[src/rtl/rt_pkg.sv]
// Shared ray-tracing constants and float helpers used by the hit reduction logic.
package rt_pkg;
  localparam logic [31:0] FLOAT_MAX     = 32'h7f7fffff;
  localparam logic [31:0] T_MIN_DEFAULT = 32'h3a83126f;

  typedef enum logic {IDLE, ACCUM} ray_state_t;

  // Non-negative finite floats order the same way as their bit patterns.
  function automatic logic float_is_valid_pos(input logic [31:0] t, input logic [31:0] t_min);
    return !t[31] && (t[30:23] != 8'hFF) && (t > t_min);
  endfunction
endpackage

[src/rtl/axis_out_reg.sv]
// Single-entry AXI-stream output register: loads on demand, holds data while stalled.
module axis_out_reg #(
  parameter int W = 8
) (
  input  logic         clk,
  input  logic         rst,
  input  logic         load,
  input  logic [W-1:0] load_data,
  input  logic         ready,
  output logic         valid,
  output logic [W-1:0] data
);
  // The caller only loads when the slot is empty or draining this cycle.
  always_ff @(posedge clk) begin
    if (rst) begin
      valid <= 1'b0;
      data  <= '0;
    end else if (load) begin
      valid <= 1'b1;
      data  <= load_data;
    end else if (ready) begin
      valid <= 1'b0;
    end
  end
endmodule

[src/rtl/nearest_hit_reduce.sv]
// Reduces a stream of per-object ray candidates to one nearest (or first) hit per ray.
module nearest_hit_reduce
  import rt_pkg::*;
#(
  parameter int          SIZE     = 32,
  parameter int          NUM_OBJS = 16,
  parameter logic [31:0] T_MIN    = 32'h3a83126f,
  parameter bit          ANY_HIT  = 1'b0,
  localparam int         IDX_W    = $clog2(NUM_OBJS+1),
  localparam int         NO_HIT   = NUM_OBJS
) (
  input  logic              aclk,
  input  logic              areset,
  input  logic [SIZE-1:0]   cand_axis_tdata,
  input  logic [6*SIZE-1:0] cand_axis_tpayload,
  input  logic [IDX_W-1:0]  cand_axis_tidx,
  input  logic              cand_axis_tmiss,
  input  logic              cand_axis_tlast,
  input  logic [10:0]       cand_axis_thcount,
  input  logic [9:0]        cand_axis_tvcount,
  input  logic              cand_axis_tvalid,
  output logic              cand_axis_tready,
  output logic [6*SIZE-1:0] hit_axis_tdata,
  output logic [SIZE-1:0]   hit_axis_tt,
  output logic [IDX_W-1:0]  hit_axis_tidx,
  output logic              hit_axis_thit,
  output logic [10:0]       hit_axis_thcount,
  output logic [9:0]        hit_axis_tvcount,
  output logic              hit_axis_tvalid,
  input  logic              hit_axis_tready,
  output logic              err_overlong
);
  localparam int PAY_W = 6*SIZE;
  localparam int CNT_W = $clog2(NUM_OBJS);
  localparam int OUT_W = PAY_W + SIZE + IDX_W + 1 + 21;
  localparam logic [IDX_W-1:0] NO_HIT_IDX = IDX_W'(NO_HIT);
  localparam logic [CNT_W-1:0] CNT_LAST   = CNT_W'(NUM_OBJS-1);

  ray_state_t       state, state_nxt;
  logic [SIZE-1:0]  best_t, base_t, new_t;
  logic [IDX_W-1:0] best_idx, base_idx, new_idx;
  logic [PAY_W-1:0] best_pay, base_pay, new_pay;
  logic             best_found, base_found, new_found;
  logic [CNT_W-1:0] beat_cnt;
  logic             accept, cand_ok, take, ray_end, overlong;
  logic [OUT_W-1:0] out_load, out_data;

  assign cand_axis_tready = !hit_axis_tvalid || hit_axis_tready;
  assign accept   = cand_axis_tvalid && cand_axis_tready;
  assign cand_ok  = !cand_axis_tmiss && (cand_axis_tidx < NO_HIT_IDX) &&
                    float_is_valid_pos(cand_axis_tdata, T_MIN);
  assign overlong = !cand_axis_tlast && (beat_cnt == CNT_LAST);
  assign ray_end  = cand_axis_tlast || overlong;

  always_comb begin
    base_t     = FLOAT_MAX;
    base_idx   = NO_HIT_IDX;
    base_pay   = '0;
    base_found = 1'b0;
    // A fresh ray never sees the previous ray's best.
    if (state == ACCUM) begin
      base_t     = best_t;
      base_idx   = best_idx;
      base_pay   = best_pay;
      base_found = best_found;
    end
    take      = cand_ok && (ANY_HIT ? !base_found : (cand_axis_tdata < base_t));
    new_t     = take ? cand_axis_tdata : base_t;
    new_idx   = take ? cand_axis_tidx : base_idx;
    new_pay   = take ? cand_axis_tpayload : base_pay;
    new_found = take || base_found;
  end

  always_comb begin
    state_nxt = state;
    if (accept) state_nxt = ray_end ? IDLE : ACCUM;
  end

  always_ff @(posedge aclk) begin
    if (areset) state <= IDLE;
    else        state <= state_nxt;
  end

  always_ff @(posedge aclk) begin
    if (areset || (accept && ray_end)) begin
      beat_cnt   <= '0;
      best_t     <= FLOAT_MAX;
      best_idx   <= NO_HIT_IDX;
      best_pay   <= '0;
      best_found <= 1'b0;
    end else if (accept) begin
      beat_cnt   <= beat_cnt + 1'b1;
      best_t     <= new_t;
      best_idx   <= new_idx;
      best_pay   <= new_pay;
      best_found <= new_found;
    end
  end

  always_ff @(posedge aclk) begin
    if (areset)                  err_overlong <= 1'b0;
    else if (accept && overlong) err_overlong <= 1'b1;
  end

  assign out_load = {new_pay, new_t, new_idx, new_found, cand_axis_thcount, cand_axis_tvcount};

  axis_out_reg #(.W(OUT_W)) u_out (
    .clk       (aclk),
    .rst       (areset),
    .load      (accept && ray_end),
    .load_data (out_load),
    .ready     (hit_axis_tready),
    .valid     (hit_axis_tvalid),
    .data      (out_data)
  );

  assign {hit_axis_tdata, hit_axis_tt, hit_axis_tidx, hit_axis_thit,
          hit_axis_thcount, hit_axis_tvcount} = out_data;
endmodule

[config.mk]
export PLATFORM = sky130hd
export DESIGN_NAME = nearest_hit_reduce
export DESIGN_NICKNAME = d
export VERILOG_FILES = /design/src/rtl/rt_pkg.sv /design/src/rtl/axis_out_reg.sv /design/src/rtl/nearest_hit_reduce.sv
export SDC_FILE = /design/constraint.sdc
export NUM_CORES = 1
export LEC_CHECK = 0
export ABC_AREA = 1
export BUFFER_PORTS_ARGS = -buffer_cell sky130_fd_sc_hd__buf_4
export CAP_MARGIN = 0
export CORE_UTILIZATION = 30
export CTS_BUF_LIST = sky130_fd_sc_hd__clkbuf_8
export DETAILED_ROUTE_END_ITERATION = 6
export PLACE_DENSITY = 0.52
export SKIP_CTS_REPAIR_TIMING = 1
export SLEW_MARGIN = 15
export SYNTH_ARGS = -nofsm -noshare
export SYNTH_HDL_FRONTEND = slang
export SYNTH_HIERARCHICAL = 1
export SYNTH_SLANG_ARGS = --single-unit
export TNS_END_PERCENT = 20
[constraint.sdc]
create_clock -name aclk -period 6.6 [get_ports aclk]
set_input_delay 0.99 -clock aclk [delete_from_list [all_inputs] [get_ports aclk]]
set_output_delay 0.99 -clock aclk [all_outputs]
set_load 0.005 [all_outputs]
==> results of run 1 <==
-- how the worst min path moves through the flow --
stage	start	to	slack, ps	cells after the start
floorplan	best_idx[4]$_SDFFE_PP1P_	best_idx[4]$_SDFFE_PP1P_	430	2
global placement	best_t[21]$_SDFFE_PP1P_	best_t[21]$_SDFFE_PP1P_	450	2
detailed placement	best_t[0]$_SDFFE_PP1P_	best_t[0]$_SDFFE_PP1P_	450	2
CTS	areset	u_out/valid$_SDFFE_PP0P_	450	2
global route	best_t[6]$_SDFFE_PP1P_	best_t[6]$_SDFFE_PP1P_	480	2
finish	best_t[0]$_SDFFE_PP1P_	best_t[0]$_SDFFE_PP1P_	460	2
-- metrics by stage --
step	hold slack [ps]	util, %	area, um^2
floorplan	433.3	-	24440
global placement	447.6	35.38	28500
detailed placement	450.3	35.38	28500
CTS	449.9	37.71	30380
global route	479.3	37.72	30380
finish	458.5	37.72	30380
-- kinds of logic after synthesis --
group           after synthesis
simple gates               2348
buf+inv                     690
flops                       488
compound gates              320
fa+ha+maj                    32
xor+xnor                      1
-- cell type report --
class	instances	area, um^2
antenna	3	7.507
fill	8887	50160
inverter	432	1649
tap	1060	1326
clock buffer	115	1583
timing repair buffer	531	4086
clock inverter	49	294.0
multi-input combinational	2701	11660
sequential	488	9773
-- state kept, by name (all words and copies together), names as in the netlist --
register	cells
best_pay	192
state	1
u_out/data	251
best_found	1
best_idx	5
best_t	32
err_overlong	1
beat_cnt	4
u_out/valid	1
-- report_power, final --
group	internal [mW]	switching, mW	total, mW
sequential	3.13	0.0999	3.23
combinational	0.431	0.589	1.02
clock	1.65	1.39	3.05
-- metal layers --
metal / global-route usage (%) / part of all wire (%) / routed length (um)
met1: 24.69 / 45 / 37330
met3: 4.119 / 6.0 / 4994
met5: 0 / 0.052 / 43
met4: 7.686 / 3.2 / 2607
met2: 31.70 / 46 / 37620
-- synth_stat cells, types with 30 or more instances --
cell type	instances	area share, %
sky130_fd_sc_hd__a21oi_1	54	1.1
sky130_fd_sc_hd__and2_1	30	0.77
sky130_fd_sc_hd__buf_2	40	0.82
sky130_fd_sc_hd__buf_6	48	2.2
sky130_fd_sc_hd__clkbuf_1	125	1.9
sky130_fd_sc_hd__dfxtp_1	488	40
sky130_fd_sc_hd__ha_1	32	1.6
sky130_fd_sc_hd__inv_1	426	6.5
sky130_fd_sc_hd__nand2_1	896	14
sky130_fd_sc_hd__nand3_1	442	9.1
sky130_fd_sc_hd__nor2_1	941	14
sky130_fd_sc_hd__o21ai_0	259	5.3
-- worst max-delay path: stages, from the launching register on --
cell	delay, ps
sky130_fd_sc_hd__dfxtp_4	340
sky130_fd_sc_hd__buf_4	690
sky130_fd_sc_hd__nand2_1	170
sky130_fd_sc_hd__ha_1	340
sky130_fd_sc_hd__a21oi_1	150
sky130_fd_sc_hd__o21a_1	130
sky130_fd_sc_hd__nand2_1	50
sky130_fd_sc_hd__nand2_1	50
sky130_fd_sc_hd__nand2_1	70
sky130_fd_sc_hd__a21oi_4	480
sky130_fd_sc_hd__buf_4	530
sky130_fd_sc_hd__buf_4	510
sky130_fd_sc_hd__nand3_1	210
sky130_fd_sc_hd__nand2_1	130
sky130_fd_sc_hd__nor2_1	50
sky130_fd_sc_hd__nor2_1	130
==> flow_results.xml, run 1 <==
<?xml version="1.0" encoding="UTF-8"?>
<metrics>
  <group name="cts">
    <metric name="cts.root.buffer_cell" unit="">sky130_fd_sc_hd__clkbuf_8</metric>
    <metric name="insertion_delay" unit="ps">690</metric>
    <metric name="cts_sinks" unit="">488</metric>
    <metric name="cts-buffers-inserted" unit="">96</metric>
    <metric name="h-tree-depth" unit="">3</metric>
    <metric name="path_clk_slew" unit="ps">60</metric>
    <metric name="clock_path_buffers" unit="">3</metric>
    <metric name="clock_tree_from_tritoncts" unit="">done</metric>
  </group>
  <group name="synthesis">
    <metric name="ys_ff_latch" unit="">488</metric>
    <metric name="post_synth_simple_gate_area" unit="%">39.25</metric>
    <metric name="synth_compound_gate_area_share" unit="%">6.625</metric>
    <metric name="synthFlopType" unit="">sky130_fd_sc_hd__dfxtp_1</metric>
    <metric name="synth_enable_flop_cells" unit="">0</metric>
    <metric name="mappedNetlistNets" unit="">4167</metric>
    <metric name="yosys.cell_types.count" unit="">34</metric>
    <metric name="synth_adder_area_share" unit="%">1.638</metric>
    <metric name="post_synth_instance_area" unit="mm^2">0.02444</metric>
    <metric name="syn-mean-instance-area" unit="um^2">6.300</metric>
    <metric name="ys_warn_count" unit="">6</metric>
    <metric name="synthMuxAreaShare" unit="%">0</metric>
    <metric name="synth.yosys.seq_area_share" unit="%">39.98</metric>
    <metric name="synth-xor-area-share" unit="%">0.03584</metric>
    <metric name="async_reset_ff_share" unit="%">0</metric>
    <metric name="synth_cells" unit="">3879</metric>
    <metric name="largest_family_of_logic_cells_by_synthesized_area" unit="">simple AND/OR/NAND/NOR gates</metric>
  </group>
  <group name="timing">
    <metric name="setup_viol_count_final" unit="">0</metric>
    <metric name="setup_total_negative_slack" unit="ps">0</metric>
    <metric name="min_period" unit="ps">4211</metric>
    <metric name="final.period_utilization" unit="%">63.81</metric>
    <metric name="timing.final.ws_setup" unit="ps">2389</metric>
    <metric name="timing_hold_violations_final" unit="">0</metric>
    <metric name="max_clk_rate" unit="GHz">0.2375</metric>
    <metric name="worst-slew-pin-transition" unit="ps">1069</metric>
    <metric name="timing.max_slew.rel_slack" unit="%">28.72</metric>
    <metric name="rsz0062_at_grt" unit="">no</metric>
    <metric name="finClkSkew" unit="ps">40.66</metric>
    <metric name="report.final.slew_viol_count" unit="">0</metric>
  </group>
  <group name="final_layout">
    <metric name="share_of_layout_cells_above_drive_strength_1" unit="%">15.87</metric>
    <metric name="most-common-layout-cells" unit="">sky130_fd_sc_hd__nor2_1 (941), sky130_fd_sc_hd__nand2_1 (896), sky130_fd_sc_hd__buf_4 (523)</metric>
    <metric name="layout.nets" unit="">4538</metric>
    <metric name="most_common_library_cell_in_the_layout_ignoring_fill_and_taps" unit="">sky130_fd_sc_hd__nor2_1</metric>
    <metric name="layout.cells.non_filler" unit="">5379</metric>
    <metric name="areaGrowthSynthToFinish" unit="%">24.34</metric>
  </group>
  <group name="worst_setup_path">
    <metric name="worst-setup-path-type" unit="">reg2reg</metric>
    <metric name="setup.worst_path.end" unit="">u_out/data[165]$_SDFFE_PP0P_</metric>
    <metric name="worst-endpoint-arrival" unit="ps">4820</metric>
    <metric name="worst_r2r_path_cells" unit="">15</metric>
    <metric name="worstSetupStartpointType" unit="">flop</metric>
    <metric name="cp.required" unit="ps">7210</metric>
    <metric name="critical_path_peak_fanout" unit="">69</metric>
    <metric name="setup.worst_path.end_class" unit="">flop</metric>
    <metric name="timing.rr.start" unit="">state$_SDFFE_PP0P_</metric>
    <metric name="setup.worst_path.start" unit="">state$_SDFFE_PP0P_</metric>
    <metric name="register_to_register_setup_slack" unit="ps">2390</metric>
    <metric name="r2r_end" unit="">u_out/data[165]$_SDFFE_PP0P_</metric>
  </group>
  <group name="placement">
    <metric name="dp_worst_setup_slack" unit="ps">2295</metric>
    <metric name="place_hpwl" unit="mm">48.63</metric>
    <metric name="placed_cells" unit="">5212</metric>
    <metric name="port-buffer-count" unit="">509</metric>
    <metric name="placer_congestion" unit="">0.7853</metric>
  </group>
  <group name="routing">
    <metric name="detailedRoute.firstIterationViolations" unit="">1389</metric>
    <metric name="route.final.wire_length" unit="mm">82.60</metric>
    <metric name="detail-route-antenna-nets" unit="">0</metric>
    <metric name="via_count" unit="">24410</metric>
    <metric name="drc_errors" unit="">0</metric>
    <metric name="avgViaCountPerCell" unit="">4.538</metric>
    <metric name="detailedRoute.firstPassIterationCount" unit="">5</metric>
    <metric name="wire_per_inst" unit="um">15.36</metric>
  </group>
  <group name="floorplan">
    <metric name="die_y" unit="um">287.4</metric>
    <metric name="floorplan.core_area" unit="mm^2">0.08055</metric>
    <metric name="io-pin-count" unit="">510</metric>
    <metric name="row_count" unit="">104</metric>
    <metric name="fp.dieW" unit="um">287.4</metric>
    <metric name="initial_core_util" unit="%">30.34</metric>
    <metric name="dieArea" unit="mm^2">0.08260</metric>
  </group>
  <group name="pwr">
    <metric name="vdd_drop_max" unit="mV">0.1399</metric>
    <metric name="static-leakage-power" unit="nW">17.74</metric>
    <metric name="power.total" unit="mW">7.299</metric>
    <metric name="power_density_relative_to_cell_area" unit="mW/mm^2">240.2</metric>
  </group>
  <group name="global_route">
    <metric name="grt_overflow" unit="">0</metric>
    <metric name="grt_pass1_wl" unit="mm">128.0</metric>
    <metric name="grt_pass1_vias" unit="">22900</metric>
    <metric name="grt_usage" unit="%">19.38</metric>
    <metric name="antenna_violations_before_repair" unit="">7</metric>
    <metric name="grt_start_max_net_pins" unit="">166</metric>
  </group>
  <group name="worst_hold_path">
    <metric name="type_of_the_worst_min_delay_path" unit="">reg2reg</metric>
  </group>
  <group name="status">
    <metric name="status" unit="">complete, no violations</metric>
  </group>
  <group name="job">
    <metric name="timing.max_cap.violations" unit="">0</metric>
  </group>
</metrics>
No activity file was read; power rests on OpenSTA's default activity.
==> run 2: changes to the inputs <==
--- a/config.mk
+++ b/config.mk
@@ -11,7 +11,7 @@
 export CORE_UTILIZATION = 30
 export CTS_BUF_LIST = sky130_fd_sc_hd__clkbuf_8
 export DETAILED_ROUTE_END_ITERATION = 6
-export PLACE_DENSITY = 0.52
+export PLACE_DENSITY = 0.54
 export SKIP_CTS_REPAIR_TIMING = 1
 export SLEW_MARGIN = 15
 export SYNTH_ARGS = -nofsm -noshare
==> constraint.sdc (replaced) <==
create_clock -name aclk -period 3.7 [get_ports aclk]
set_input_delay 0.555 -clock aclk [delete_from_list [all_inputs] [get_ports aclk]]
set_output_delay 0.555 -clock aclk [all_outputs]
set_load 0.005 [all_outputs]
==> flow_results.xml, run 2 (same netlist as run 1, synthesis figures left out) <==
<?xml version="1.0" encoding="UTF-8"?>
<metrics>
  <group name="final_layout">
    <metric name="top_regs" unit="">u_out/data (251), best_pay (192), best_t (32)</metric>
    <metric name="most_common_library_cell_in_the_layout_ignoring_fill_and_taps" unit="">sky130_fd_sc_hd__nor2_1</metric>
    <metric name="areaGrowthSynthToFinish" unit="%">25.96</metric>
    <metric name="largest-register" unit="">u_out/data</metric>
    <metric name="finalInstanceArea" unit="mm^2">0.03078</metric>
    <metric name="share_of_layout_cells_above_drive_strength_1" unit="%">16.24</metric>
    <metric name="largest_reg_flops" unit="">251</metric>
    <metric name="most-common-layout-cells" unit="">sky130_fd_sc_hd__nor2_1 (941), sky130_fd_sc_hd__nand2_1 (896), sky130_fd_sc_hd__buf_4 (524)</metric>
    <metric name="layout.nets" unit="">4554</metric>
  </group>
  <group name="worst_hold_path">
    <metric name="type_of_the_worst_min_delay_path" unit="">in2reg</metric>
    <metric name="worst_hold_path_startpoint" unit="">cand_axis_thcount[6]</metric>
  </group>
  <group name="cts">
    <metric name="cts.root.buffer_cell" unit="">sky130_fd_sc_hd__clkbuf_8</metric>
    <metric name="clock_tree_from_tritoncts" unit="">done</metric>
    <metric name="h-tree-depth" unit="">3</metric>
    <metric name="insertion_delay" unit="ps">690</metric>
    <metric name="cts-buffers-inserted" unit="">92</metric>
    <metric name="clock_path_buffers" unit="">3</metric>
    <metric name="cts_sinks" unit="">488</metric>
    <metric name="path_clk_slew" unit="ps">60</metric>
  </group>
  <group name="timing">
    <metric name="report.final.slew_viol_count" unit="">0</metric>
    <metric name="setup_total_negative_slack" unit="ps">0</metric>
    <metric name="rsz0062_at_grt" unit="">no</metric>
    <metric name="setup_viol_count_final" unit="">0</metric>
    <metric name="final.period_utilization" unit="%">87.57</metric>
    <metric name="finClkSkew" unit="ps">62.65</metric>
    <metric name="min_period" unit="ps">3240</metric>
    <metric name="timing_hold_violations_final" unit="">0</metric>
    <metric name="timing.max_slew.rel_slack" unit="%">42.91</metric>
    <metric name="max_clk_rate" unit="GHz">0.3086</metric>
    <metric name="worst-slew-pin-transition" unit="ps">856.4</metric>
  </group>
  <group name="worst_setup_path">
    <metric name="worst-setup-path-type" unit="">reg2reg</metric>
    <metric name="worstSetupStartpointType" unit="">flop</metric>
    <metric name="critical_path_peak_fanout" unit="">61</metric>
    <metric name="timing.rr.start" unit="">state$_SDFFE_PP0P_</metric>
    <metric name="cp.required" unit="ps">4290</metric>
    <metric name="setup.worst_path.end_class" unit="">flop</metric>
    <metric name="setup.worst_path.start" unit="">state$_SDFFE_PP0P_</metric>
    <metric name="worst-endpoint-arrival" unit="ps">3830</metric>
  </group>
  <group name="global_route">
    <metric name="antenna_violations_before_repair" unit="">5</metric>
    <metric name="grt_pass1_wl" unit="mm">125.9</metric>
    <metric name="grt_usage" unit="%">18.96</metric>
    <metric name="grt_overflow" unit="">0</metric>
    <metric name="grt_pass1_vias" unit="">22670</metric>
    <metric name="grt_start_max_net_pins" unit="">128</metric>
  </group>
  <group name="routing">
    <metric name="detailedRoute.firstPassIterationCount" unit="">5</metric>
    <metric name="detail-route-antenna-nets" unit="">0</metric>
    <metric name="detailedRoute.firstIterationViolations" unit="">1267</metric>
    <metric name="wire_per_inst" unit="um">14.91</metric>
    <metric name="drc_errors" unit="">0</metric>
    <metric name="route.final.wire_length" unit="mm">80.48</metric>
    <metric name="avgViaCountPerCell" unit="">4.550</metric>
    <metric name="via_count" unit="">24570</metric>
  </group>
  <group name="pwr">
    <metric name="power_density_relative_to_cell_area" unit="mW/mm^2">423.1</metric>
    <metric name="share_clk_of_total_power" unit="%">41.5</metric>
    <metric name="power.sequential.fraction" unit="%">44.2</metric>
    <metric name="internal-power" unit="mW">9.363</metric>
    <metric name="power.switching_fraction" unit="%">28.11</metric>
    <metric name="combinational_share_of_power" unit="%">14.3</metric>
    <metric name="static-leakage-power" unit="nW">17.91</metric>
    <metric name="net-switching-power" unit="mW">3.661</metric>
    <metric name="vdd_drop_max" unit="mV">0.2140</metric>
  </group>
  <group name="placement">
    <metric name="port-buffer-count" unit="">509</metric>
    <metric name="placed_area" unit="mm^2">0.02889</metric>
    <metric name="placer_congestion" unit="">0.8226</metric>
    <metric name="place_hpwl" unit="mm">50.44</metric>
  </group>
  <group name="floorplan">
    <metric name="die_y" unit="um">287.4</metric>
    <metric name="initial_core_util" unit="%">30.34</metric>
    <metric name="io-pin-count" unit="">510</metric>
    <metric name="row_count" unit="">104</metric>
    <metric name="floorplan.core_area" unit="mm^2">0.08055</metric>
    <metric name="dieArea" unit="mm^2">0.08260</metric>
    <metric name="fp.dieW" unit="um">287.4</metric>
  </group>
  <group name="job">
    <metric name="timing.max_cap.violations" unit="">0</metric>
  </group>
  <group name="status">
    <metric name="status" unit="">complete, no violations</metric>
  </group>
</metrics>
==> run 2: cell types whose count changed in the layout (fill, tap and decap cells not counted) <==
cell	delta
sky130_fd_sc_hd__buf_12	+19
sky130_fd_sc_hd__inv_8	-3
sky130_fd_sc_hd__clkbuf_8	+2
sky130_fd_sc_hd__clkinv_2	-2
sky130_fd_sc_hd__diode_2	+2
sky130_fd_sc_hd__buf_4	+1
sky130_fd_sc_hd__clkinvlp_4	+1
sky130_fd_sc_hd__inv_1	-1
sky130_fd_sc_hd__inv_12	+1
==> run 2: critical path, stage by stage (launching register included) <==
cell and delay [ps]:
sky130_fd_sc_hd__dfxtp_4 340, sky130_fd_sc_hd__inv_1 80, sky130_fd_sc_hd__buf_12 210, sky130_fd_sc_hd__nor2_1 80, sky130_fd_sc_hd__ha_1 290, sky130_fd_sc_hd__a21oi_1 140
sky130_fd_sc_hd__o21a_1 150, sky130_fd_sc_hd__nand2_1 60, sky130_fd_sc_hd__nand2_1 50, sky130_fd_sc_hd__nand2_1 170, sky130_fd_sc_hd__nand2_8 130, sky130_fd_sc_hd__buf_4 270
sky130_fd_sc_hd__buf_4 610, sky130_fd_sc_hd__nand3_1 200, sky130_fd_sc_hd__nand2_1 130, sky130_fd_sc_hd__nor2_1 50, sky130_fd_sc_hd__nor2_1 110
==> run 2: power by group through the flow <==
stage / logic, mW / clock network (mW) / registers [mW]
floorplan: 1.04 / 0 / 5.84
global placement: 1.88 / 0 / 5.87
CTS: 1.89 / 5.62 / 5.76
finish: 1.86 / 5.40 / 5.76
detailed placement: 1.89 / 0 / 5.87
global route: 2.10 / 5.86 / 5.79
==> run 2: cell type report <==
type | instances | area, um^2
sequential | 488 | 9773
fill | 8777 | 49770
antenna | 5 | 12.51
inverter | 432 | 1649
tap | 1060 | 1326
clock inverter | 45 | 270.3
multi-input combinational | 2701 | 11660
clock buffer | 117 | 1610
timing repair buffer | 551 | 4474
==> run 2: path summary, 6_finish.rpt <==
check	slack, ps	endpoint	cells past startpoint
max	460	u_out/data[93]$_SDFFE_PP0P_	16
min	110	u_out/data[16]$_SDFFE_PP0P_	3
max reg2reg	460	u_out/data[93]$_SDFFE_PP0P_	16
min reg2reg	470	best_t[6]$_SDFFE_PP1P_	2
==> run 2: metrics by stage <==
| step | util (%) | total power, mW | hold slack (ps) | std cells | setup slack, ps |
|---|---|---|---|---|---|
| finish | 38.21 | 13.02 | 109.0 | 5399 | 459.8 |
| global route | 38.21 | 13.76 | 56.60 | 5398 | 167.9 |
| CTS | 38.20 | 13.28 | 25.45 | 5394 | 483.3 |
| detailed placement | 35.86 | 7.755 | 452.0 | 5232 | 492.7 |
| global placement | 35.86 | 7.747 | 450.9 | 5232 | 499.1 |
| floorplan | - | 6.879 | 433.3 | 3879 | 950.6 |
==> run 2: per-layer routing <==
layer / wire, um / global-route usage, % / part of all wire [%]
met3: 4172 / 3.310 / 5.2
met5: 0 / 0 / 0
met1: 36560 / 24.69 / 45
met4: 2605 / 7.673 / 3.2
met2: 37150 / 30.85 / 46
==> run 3: changes to the inputs <==
--- a/config.mk
+++ b/config.mk
@@ -8,10 +8,10 @@
 export ABC_AREA = 1
 export BUFFER_PORTS_ARGS = -buffer_cell sky130_fd_sc_hd__buf_4
 export CAP_MARGIN = 0
-export CORE_UTILIZATION = 30
+export CORE_UTILIZATION = 35
 export CTS_BUF_LIST = sky130_fd_sc_hd__clkbuf_8
 export DETAILED_ROUTE_END_ITERATION = 6
-export PLACE_DENSITY = 0.54
+export PLACE_DENSITY = 0.6
 export SKIP_CTS_REPAIR_TIMING = 1
 export SLEW_MARGIN = 15
 export SYNTH_ARGS = -nofsm -noshare
==> flow_results.xml, run 3 (same netlist as run 1, synthesis figures left out) <==
<?xml version="1.0" encoding="UTF-8"?>
<metrics>
  <group name="floorplan">
    <metric name="floorplan.core_area" unit="mm^2">0.06883</metric>
    <metric name="initial_core_util" unit="%">35.51</metric>
    <metric name="io-pin-count" unit="">510</metric>
    <metric name="dieArea" unit="mm^2">0.07088</metric>
    <metric name="row_count" unit="">96</metric>
    <metric name="die_y" unit="um">266.2</metric>
    <metric name="fp.dieW" unit="um">266.2</metric>
  </group>
  <group name="final_layout">
    <metric name="layout.nets" unit="">4563</metric>
    <metric name="largest-register" unit="">u_out/data</metric>
    <metric name="top_regs" unit="">u_out/data (251), best_pay (192), best_t (32)</metric>
    <metric name="largest_reg_flops" unit="">251</metric>
    <metric name="most_common_library_cell_in_the_layout_ignoring_fill_and_taps" unit="">sky130_fd_sc_hd__nor2_1</metric>
    <metric name="share_of_layout_cells_above_drive_strength_1" unit="%">16.34</metric>
    <metric name="most-common-layout-cells" unit="">sky130_fd_sc_hd__nor2_1 (941), sky130_fd_sc_hd__nand2_1 (896), sky130_fd_sc_hd__buf_4 (533)</metric>
    <metric name="layout.cells.non_filler" unit="">5278</metric>
    <metric name="areaGrowthSynthToFinish" unit="%">25.52</metric>
  </group>
  <group name="pwr">
    <metric name="power_density_relative_to_cell_area" unit="mW/mm^2">422.8</metric>
    <metric name="static-leakage-power" unit="nW">17.96</metric>
    <metric name="vdd_drop_max" unit="mV">0.2277</metric>
    <metric name="power.total" unit="mW">12.97</metric>
  </group>
  <group name="cts">
    <metric name="cts_sinks" unit="">488</metric>
    <metric name="cts.root.buffer_cell" unit="">sky130_fd_sc_hd__clkbuf_8</metric>
    <metric name="clock_tree_from_tritoncts" unit="">done</metric>
    <metric name="cts-buffers-inserted" unit="">92</metric>
    <metric name="path_clk_slew" unit="ps">60</metric>
    <metric name="insertion_delay" unit="ps">690</metric>
    <metric name="clock_path_buffers" unit="">3</metric>
    <metric name="h-tree-depth" unit="">3</metric>
  </group>
  <group name="worst_setup_path">
    <metric name="critical_path_peak_fanout" unit="">36</metric>
    <metric name="cp.required" unit="ps">4280</metric>
    <metric name="setup.worst_path.end_class" unit="">flop</metric>
    <metric name="worst-setup-path-type" unit="">reg2reg</metric>
    <metric name="critical-path-max-stage-delay" unit="ps">370</metric>
    <metric name="cpMaxStageDelayCell" unit="">sky130_fd_sc_hd__dfxtp_4</metric>
    <metric name="worst-endpoint-arrival" unit="ps">3630</metric>
    <metric name="crit_chain" unit="">inv_1 -&gt; buf_4 -&gt; nor2_1 -&gt; ha_1 -&gt; nand2_1 -&gt; inv_1 -&gt; nand3_1 -&gt; nor3_1 -&gt; and3_1 -&gt; nand2_8 -&gt; nand2_8 -&gt; buf_12 -&gt; buf_12 -&gt; nand2_1 -&gt; nand2_1 -&gt; nor2_1 -&gt; nor2_1</metric>
    <metric name="worstSetupStartpointType" unit="">flop</metric>
  </group>
  <group name="global_route">
    <metric name="grt_start_max_net_pins" unit="">135</metric>
    <metric name="grt_usage" unit="%">21.11</metric>
    <metric name="antenna_violations_before_repair" unit="">2</metric>
    <metric name="grt_pass1_vias" unit="">22750</metric>
    <metric name="grt_overflow" unit="">0</metric>
    <metric name="grt_pass1_wl" unit="mm">121.4</metric>
  </group>
  <group name="timing">
    <metric name="worst-slew-pin-transition" unit="ps">898.2</metric>
    <metric name="max_clk_rate" unit="GHz">0.3276</metric>
    <metric name="finClkSkew" unit="ps">50.06</metric>
    <metric name="rsz0062_at_grt" unit="">no</metric>
    <metric name="setup_viol_count_final" unit="">0</metric>
    <metric name="min_period" unit="ps">3053</metric>
    <metric name="report.final.slew_viol_count" unit="">0</metric>
    <metric name="setup_total_negative_slack" unit="ps">0</metric>
    <metric name="timing.max_slew.rel_slack" unit="%">40.12</metric>
    <metric name="final.period_utilization" unit="%">82.51</metric>
    <metric name="timing_hold_violations_final" unit="">0</metric>
  </group>
  <group name="placement">
    <metric name="port-buffer-count" unit="">509</metric>
    <metric name="placer_congestion" unit="">0.8393</metric>
    <metric name="placed_cells" unit="">5112</metric>
    <metric name="place_hpwl" unit="mm">48.01</metric>
  </group>
  <group name="routing">
    <metric name="detailedRoute.firstPassIterationCount" unit="">5</metric>
    <metric name="drc_errors" unit="">0</metric>
    <metric name="detail-route-antenna-nets" unit="">0</metric>
    <metric name="wire_per_inst" unit="um">14.52</metric>
    <metric name="route.final.wire_length" unit="mm">76.65</metric>
    <metric name="detailedRoute.firstIterationViolations" unit="">1481</metric>
    <metric name="via_count" unit="">24550</metric>
    <metric name="avgViaCountPerCell" unit="">4.650</metric>
  </group>
  <group name="job">
    <metric name="timing.max_cap.violations" unit="">0</metric>
  </group>
  <group name="worst_hold_path">
    <metric name="type_of_the_worst_min_delay_path" unit="">in2reg</metric>
  </group>
  <group name="status">
    <metric name="status" unit="">complete, no violations</metric>
  </group>
</metrics>
## run 3: cell count changes in the layout (fill, tap and decap cells not counted), sizes merged
cell / previous run / this run
clkbuf: 117 / 116
buf: 551 / 560
inv: 467 / 471
clkinvlp: 1 / 2
diode: 5 / 2
clkinv: 7 / 5
## run 3: final timing paths
check / start / to / slack, ps / cells after the start
max: state$_SDFFE_PP0P_ / u_out/data[180]$_SDFFE_PP0P_ / 650 / 17
min: cand_axis_tvcount[4] / u_out/data[4]$_SDFFE_PP0P_ / 110 / 3
max reg2reg: state$_SDFFE_PP0P_ / u_out/data[180]$_SDFFE_PP0P_ / 650 / 17
min reg2reg: best_idx[4]$_SDFFE_PP1P_ / best_idx[4]$_SDFFE_PP1P_ / 470 / 2
## run 3: per-stage QoR
| stage | instance area, um^2 | hold WS (ps) | setup slack, ps | util, % |
|---|---|---|---|---|
| 6_report | 30670 | 114.1 | 647.2 | 44.57 |
| 5_1_grt | 30670 | 72.39 | 373.7 | 44.57 |
| 4_1_cts | 30670 | 32.55 | 633.2 | 44.56 |
| 3_5_place_dp | 28790 | 451.0 | 642.0 | 41.83 |
| 3_3_place_gp | 28790 | 449.7 | 672.2 | 41.83 |
| 2_1_floorplan | 24440 | 433.3 | 950.6 | - |
## run 3: layout make-up
class,instances,area [um^2]
Multi-Input combinational cell,2701,11660
Tap cell,931,1165
Timing Repair Buffer,560,4542
Antenna cell,2,5.005
Sequential cell,488,9773
Inverter,432,1647
Clock inverter,48,281.5
Clock buffer,116,1597
Fill cell,7386,38150
## run 3: routing by layer
layer  global-route usage (%)  up-vias  part of all wire (%)
li1                         -    12730                     -
met1                    27.00    11120                    45
met2                    35.29      573                    47
met3                    3.142      127                   4.9
met4                    8.823        0                   3.3
met5                        0        -                     0
## run 3: report_power, final
part / internal [mW] / leakage, nW / switching, mW
clock: 2.95 / 1.10 / 2.40
sequential: 5.58 / 4.01 / 0.178
combinational: 0.808 / 12.9 / 1.05
total: 9.35 / 18.0 / 3.62
## run 3: critical path: cells and delay by family, from the launching register on
family / cells / cell delay [ps]
adder cells (fa/ha/maj): 1 / 280
buffers and inverters: 5 / 800
flip-flops: 1 / 370
AND/OR/NAND/NOR: 11 / 1460
